$ cat config.mk
export PLATFORM = sky130hd
export DESIGN_NAME = bit_serial_adder_flat
export DESIGN_NICKNAME = d
export VERILOG_FILES = /design/src/rtl/bit_serial_adder_pkg.sv /design/src/rtl/bit_serial_adder_if.sv /design/src/rtl/bit_serial_adder_fadd.sv /design/src/rtl/bit_serial_adder.sv /design/src/flat_wrapper.sv
export SDC_FILE = /design/constraint.sdc
export NUM_CORES = 1
export LEC_CHECK = 0
export ABC_CLOCK_PERIOD_IN_PS = 1500
export BUFFER_PORTS_ARGS = -buffer_cell sky130_fd_sc_hd__buf_4
export CORE_MARGIN = 8
export CORE_UTILIZATION = 35
export CTS_CLUSTER_SIZE = 28
export DETAILED_ROUTE_END_ITERATION = 8
export HOLD_SLACK_MARGIN = 0.1
export PLACE_DENSITY = 0.53
export SLEW_MARGIN = 20
export SYNTH_ARGS = -nofsm -noshare
export SYNTH_HDL_FRONTEND = slang
export SYNTH_SLANG_ARGS = --single-unit
$ cat constraint.sdc
create_clock -name clk -period 1.5 [get_ports clk]
set_input_delay 0.225 -clock clk [delete_from_list [all_inputs] [get_ports clk]]
set_output_delay 0.225 -clock clk [all_outputs]
set_load 0.1 [all_outputs]
$ cat src/rtl/bit_serial_adder_pkg.sv
// ---------------------------------------------------------------------------
// bit_serial_adder_pkg
// Shared definitions for the bit-serial adder slice.
//   state_t        : FSM encoding (IDLE, RUN, DONE)
//   DEFAULT_WIDTH  : default operand / sum width in bits
// ---------------------------------------------------------------------------
package bit_serial_adder_pkg;

    localparam int DEFAULT_WIDTH = 4;

    typedef enum logic [1:0] {
        IDLE = 2'b00,
        RUN  = 2'b01,
        DONE = 2'b10
    } state_t;

endpackage

$ cat src/rtl/bit_serial_adder_if.sv
// ---------------------------------------------------------------------------
// bit_serial_adder_if
// Request / result bundle between a client and the bit-serial adder.
//   start       : request to begin an addition (client -> adder)
//   a, b, cin   : operands and carry-in, captured on an accepted start
//   busy        : bits are being processed (adder -> client)
//   done        : one-cycle pulse, sum/cout valid
//   sum, cout   : WIDTH-bit result and carry out
// Modports: master = client side, slave = adder side.
// ---------------------------------------------------------------------------
interface bit_serial_adder_if #(
    parameter int WIDTH = bit_serial_adder_pkg::DEFAULT_WIDTH
);
    logic             start;
    logic [WIDTH-1:0] a;
    logic [WIDTH-1:0] b;
    logic             cin;
    logic             busy;
    logic             done;
    logic [WIDTH-1:0] sum;
    logic             cout;

    modport master (
        output start, a, b, cin,
        input  busy, done, sum, cout
    );

    modport slave (
        input  start, a, b, cin,
        output busy, done, sum, cout
    );
endinterface

$ cat src/rtl/bit_serial_adder_fadd.sv
// ---------------------------------------------------------------------------
// F_ADD
// One-bit full-adder cell shared by the four-bit adder family.
//   A, B, C : input bits (C is the carry in)
//   S       : sum bit
//   O       : carry out
// ---------------------------------------------------------------------------
module F_ADD (
    input  logic A,
    input  logic B,
    input  logic C,
    output logic S,
    output logic O
);
    // Plain combinational full adder; the carry is generated when both
    // inputs are set, or propagated when exactly one is set and C is high.
    assign S = A ^ B ^ C;
    assign O = (A & B) | (C & (A ^ B));
endmodule

$ cat src/rtl/bit_serial_adder.sv
// ---------------------------------------------------------------------------
// bit_serial_adder
// Adds two WIDTH-bit operands plus a carry-in one bit per clock, LSB first,
// through a single full-adder cell with a registered carry.
//   clk  : rising-edge clock
//   rst  : synchronous active-high reset
//   bus  : slave side of bit_serial_adder_if
//          (start, a, b, cin in; busy, done, sum, cout out)
// Result: {cout, sum} = a + b + cin. Start is accepted only in IDLE; DONE
// always falls back to IDLE, so back-to-back additions are WIDTH+2 edges apart.
// ---------------------------------------------------------------------------
module bit_serial_adder
    import bit_serial_adder_pkg::*;
#(
    parameter int WIDTH = DEFAULT_WIDTH
) (
    input logic               clk,
    input logic               rst,
    bit_serial_adder_if.slave bus
);
    localparam int CW = $clog2(WIDTH + 1);
    localparam logic [CW-1:0] LAST_BIT = CW'(WIDTH - 1);

    state_t           r_state;
    logic             r_busy;
    logic             r_done;
    logic [WIDTH-1:0] r_a;
    logic [WIDTH-1:0] r_b;
    logic [WIDTH-1:0] r_sum;
    logic             r_carry;
    logic             r_cout;
    logic [CW-1:0]    r_count;

    logic             w_s;
    logic             w_o;
    logic [WIDTH:0]   w_sumExt;

    // The single full-adder cell; the carry flop feeds its own O output
    // back into C on the next bit.
    F_ADD u_fadd (r_a[0], r_b[0], r_carry, w_s, w_o);

    // New sum bit enters at the MSB end while the existing bits move right;
    // slicing the extended vector keeps this legal for WIDTH = 1.
    assign w_sumExt = {w_s, r_sum};

    // Control FSM plus all datapath registers. busy/done are registered
    // alongside the state so they never depend combinationally on inputs.
    // Reset wins in every state, which also aborts an addition in flight
    // and clears any pending result.
    always_ff @(posedge clk) begin
        if (rst) begin
            r_state <= IDLE;
            r_busy  <= 1'b0;
            r_done  <= 1'b0;
            r_a     <= '0;
            r_b     <= '0;
            r_sum   <= '0;
            r_carry <= 1'b0;
            r_cout  <= 1'b0;
            r_count <= '0;
        end else begin
            case (r_state)
                IDLE: begin
                    if (bus.start) begin
                        r_a     <= bus.a;
                        r_b     <= bus.b;
                        r_carry <= bus.cin;
                        r_count <= '0;
                        r_sum   <= '0;
                        r_cout  <= 1'b0;
                        r_state <= RUN;
                        r_busy  <= 1'b1;
                    end
                end
                RUN: begin
                    r_sum   <= w_sumExt[WIDTH:1];
                    r_carry <= w_o;
                    r_a     <= r_a >> 1;
                    r_b     <= r_b >> 1;
                    r_count <= r_count + CW'(1);
                    if (r_count == LAST_BIT) begin
                        r_cout  <= w_o;
                        r_state <= DONE;
                        r_busy  <= 1'b0;
                        r_done  <= 1'b1;
                    end
                end
                DONE: begin
                    r_state <= IDLE;
                    r_done  <= 1'b0;
                end
                default: begin
                    r_state <= IDLE;
                    r_busy  <= 1'b0;
                    r_done  <= 1'b0;
                end
            endcase
        end
    end

    assign bus.busy = r_busy;
    assign bus.done = r_done;
    assign bus.sum  = r_sum;
    assign bus.cout = r_cout;
endmodule
$ cat src/flat_wrapper.sv
// flat-port wrapper written by rule: the top's interface ports become plain ports
module bit_serial_adder_flat import bit_serial_adder_pkg::*;
#(
    parameter int WIDTH = DEFAULT_WIDTH
)
  (clk, rst, bus_start, bus_a, bus_b, bus_cin, bus_busy, bus_done, bus_sum, bus_cout);
  bit_serial_adder_if #(.WIDTH(WIDTH)) bus_i ();
  input logic clk;
  input logic rst;
  input wire logic [$bits(bus_i.start)-1:0] bus_start;
  input wire logic [$bits(bus_i.a)-1:0] bus_a;
  input wire logic [$bits(bus_i.b)-1:0] bus_b;
  input wire logic [$bits(bus_i.cin)-1:0] bus_cin;
  output wire logic [$bits(bus_i.busy)-1:0] bus_busy;
  output wire logic [$bits(bus_i.done)-1:0] bus_done;
  output wire logic [$bits(bus_i.sum)-1:0] bus_sum;
  output wire logic [$bits(bus_i.cout)-1:0] bus_cout;
  assign bus_i.start = bus_start;
  assign bus_i.a = bus_a;
  assign bus_i.b = bus_b;
  assign bus_i.cin = bus_cin;
  assign bus_busy = bus_i.busy;
  assign bus_done = bus_i.done;
  assign bus_sum = bus_i.sum;
  assign bus_cout = bus_i.cout;
  bit_serial_adder #(.WIDTH(WIDTH)) u_core (.clk(clk), .rst(rst), .bus(bus_i));
endmodule
==> results by group <==
STA
  – Final critical-path share of the clock period: 0.877
  – Final hold slack: 184 ps
  – Max_slew headroom: 0.709
  – RSZ-0062 raised after global routing: false
  – Final setup vio count: 0
  – Hold Fails Final Rpt: 0
  – Fmax: 760 MHz
  – Tmin final: 1320 ps
  – Fin. max-slew vios: 0
  – Total Negative Setup Slacks: 0 ps
  – Worst Skew: 1.27 ps
  – Slew @ Worst Pin: 436 ps

Power
  – Maximum vdd drop: 564 uV
  – Leakage: 0.456 nW
  – Total power density per cell area: 967 mW/mm^2

Floorplanning
  – Chip Width: 67.8 um
  – Die Height: 67.8 um
  – Core ar.: 0.00250 sq mm
  – I/O pins: 19
  – Initial core utilization: 0.375
  – Row Count: 18
  – Die area: 0.00459 sq mm

Placement
  – Detailed Place HPWL: 1370 um
  – Buffers on Ports: 18
  – Final GP Congestion: 0.731

Final layout
  – Commonest non-fill, non-tap cell in the layout: dfxtp_1
  – Layout cells sized above 1: 0.233
  – Layout Area Growth over Synthesis: 18.1%
  – Most frequent cells in the layout: 21 x dfxtp_1, 20 x buf_4, 13 x nor2_1
  – Fill count: 261
  – Diode count: 0
  – Final net count: 132

CTS
  – Bufs on Longest Clock Path: 2
  – Cts repair resizes: 0
  – Number of post-CTS setup repair buffers: 0
  – CTS buffer count: 3
  – Clock latency on the worst-skew pair: 300 ps
  – Clock sink count: 21
  – Htree depth: 1
  – CTS tree: built
  – Root Driver: clkbuf_4
  – Clock transition at path regs: 110 ps
  – Hold-fix buffers, CTS: 0

Yosys
  – Syn avg cell area: 9.48 sq um
  – EDFF count, synth: 0
  – Mapped Area: 938 sq um
  – Seq/Total Area, Yosys: 0.448
  – Post-synth cell types: 27
  – Synth Instances: 99
  – Ys async rst share: 0
  – Post-synth top flop: dfxtp_1
  – Yosys warns: 0
  – Synth Net Count: 114
  – Flops & latches, synth: 21

Detailed routing
  – Final WL: 1980 um
  – Drc violations: 0
  – DRT Pass-1 Iters: 4
  – DR WL/cell: 13.5 um
  – Initial drt markers: 35
  – Vias/cell: 4.95
  – Via count: 723
  – Final ANT Viol Nets: 0

Global routing
  – Total grt overflow: 0
  – All-Layer GR Usage: 0.0931
  – Largest net degree at the start of global routing: 22
  – First-pass GRT wire length: 3280 um
  – Number of global-route vias before repair: 708
  – Antenna violations before repair: 0

Worst setup path
  – Worst reg-to-reg path cell count: 3
  – RR Startpoint: u_core.r_state[1]
  – Crit path max fanout: 14
  – Critical path type: reg2reg
  – Crit. End Element: register
  – Worst reg-to-reg setup slack: 180 ps
  – RR Endpoint: u_core.r_a[0]
  – Worst Setup Start Kind: register
  – Crit path DAT: 1530 ps
  – Required time of the critical path: 1710 ps

Run
  – Max-cap violations: 0

Hold path
  – Hold crit path type: in2reg
  – Hold Path Sink: u_core.r_a[3]
  – Hold path cells: 3
  – Hold Crit Start: bus_a[3]

Run status
  – Status: complete, no violations
## worst max-delay path by stage
| stage | from | endpoint | slack, ps | cells past startpoint |
|---|---|---|---|---|
| after floorplan | u_core.bus.cout | u_core.bus.cout | 130 | 2 |
| after global placement | u_core.r_a[0] | u_core.r_carry | 230 | 5 |
| after detailed placement | u_core.r_a[0] | u_core.r_carry | 220 | 5 |
| after CTS | u_core.r_state[1] | u_core.r_a[0] | 190 | 3 |
| after global routing | u_core.r_state[1] | u_core.r_a[0] | 40 | 3 |
| final | u_core.r_state[1] | u_core.r_a[0] | 180 | 3 |
## cells by family (layout without fill, tap and decap cells)
group / count (synthesis) / in the layout / synth area share
compound gates: 29 / 29 / 0.228
simple gates: 26 / 26 / 0.137
flops: 21 / 21 / 0.448
buf+inv: 14 / 31 / 0.0747
mux: 6 / 6 / 0.0640
fa+ha+maj: 3 / 3 / 0.0480
## where the power goes
group | total (W) | leakage [nW] | switching (W) | internal, W
registers | 0.000607 | 0.172 | 0.0000201 | 0.000587
logic | 0.000194 | 0.269 | 0.000111 | 0.0000830
clock network | 0.000271 | 0.0150 | 0.000167 | 0.000104
## Yosys cell counts (2+ instances only)
master / count / area (sq um)
a211oi_1: 5 / 37.5
a21oi_1: 7 / 35.0
a22oi_1: 4 / 30.0
a2bb2oi_1: 3 / 26.3
buf_2: 2 / 10.0
buf_4: 2 / 15.0
clkbuf_1: 2 / 7.51
dfxtp_1: 21 / 420
ha_1: 2 / 25.0
inv_1: 7 / 26.3
mux2i_1: 6 / 60.1
nand2_1: 2 / 7.51
nand2b_1: 2 / 12.5
nand3b_1: 2 / 15.0
nor2_1: 13 / 48.8
nor2b_1: 2 / 12.5
nor3_1: 3 / 15.0
o21ai_0: 3 / 15.0
o221a_2: 2 / 22.5
o22a_1: 2 / 17.5
## routing by layer
layer  wire (um)  track usage  vias to the layer above
met3         104       0.0430                        2
met4          10       0.0230                        0
met5           0            0                        -
met1         960        0.121                      326
li1            -            -                      383
met2         903        0.136                       12
## final cells by class
cell class              count  area [sq um]  share of cell area
inverters                   7          26.3              0.0237
flip-flops and latches     21           420               0.379
clock buffers               4          26.3              0.0237
multi-input cells          64           448               0.404
repair buffers             20           150               0.135
well taps                  30          37.5              0.0339
## critical path, cell delays in order, from the launching register on
cell and delay, ps:
dfxtp_1 460, o21ba_1 440, nor2_1 80, a211oi_1 240
## flip-flops by register name (all words and copies together), names as in the netlist
name and count:
u_core.r_carry 1, u_core.bus.done 1, u_core.r_a 4, u_core.bus.busy 1
u_core.bus.cout 1, u_core.r_b 4, u_core.bus.sum 4, u_core.r_state 2
u_core.r_count 3
## metrics by stage
step	utilization	worst slack [ps]	area (sq um)	total power [W]	cells
floorplan	-	128	938	0.000763	99
global placement	0.433	230	1080	0.000813	142
detailed placement	0.433	225	1080	0.000815	142
CTS	0.443	194	1110	0.00110	146
global route	0.443	41.9	1110	0.00114	146
finish	0.443	185	1110	0.00107	146
No activity file was read; power rests on OpenSTA's default activity.
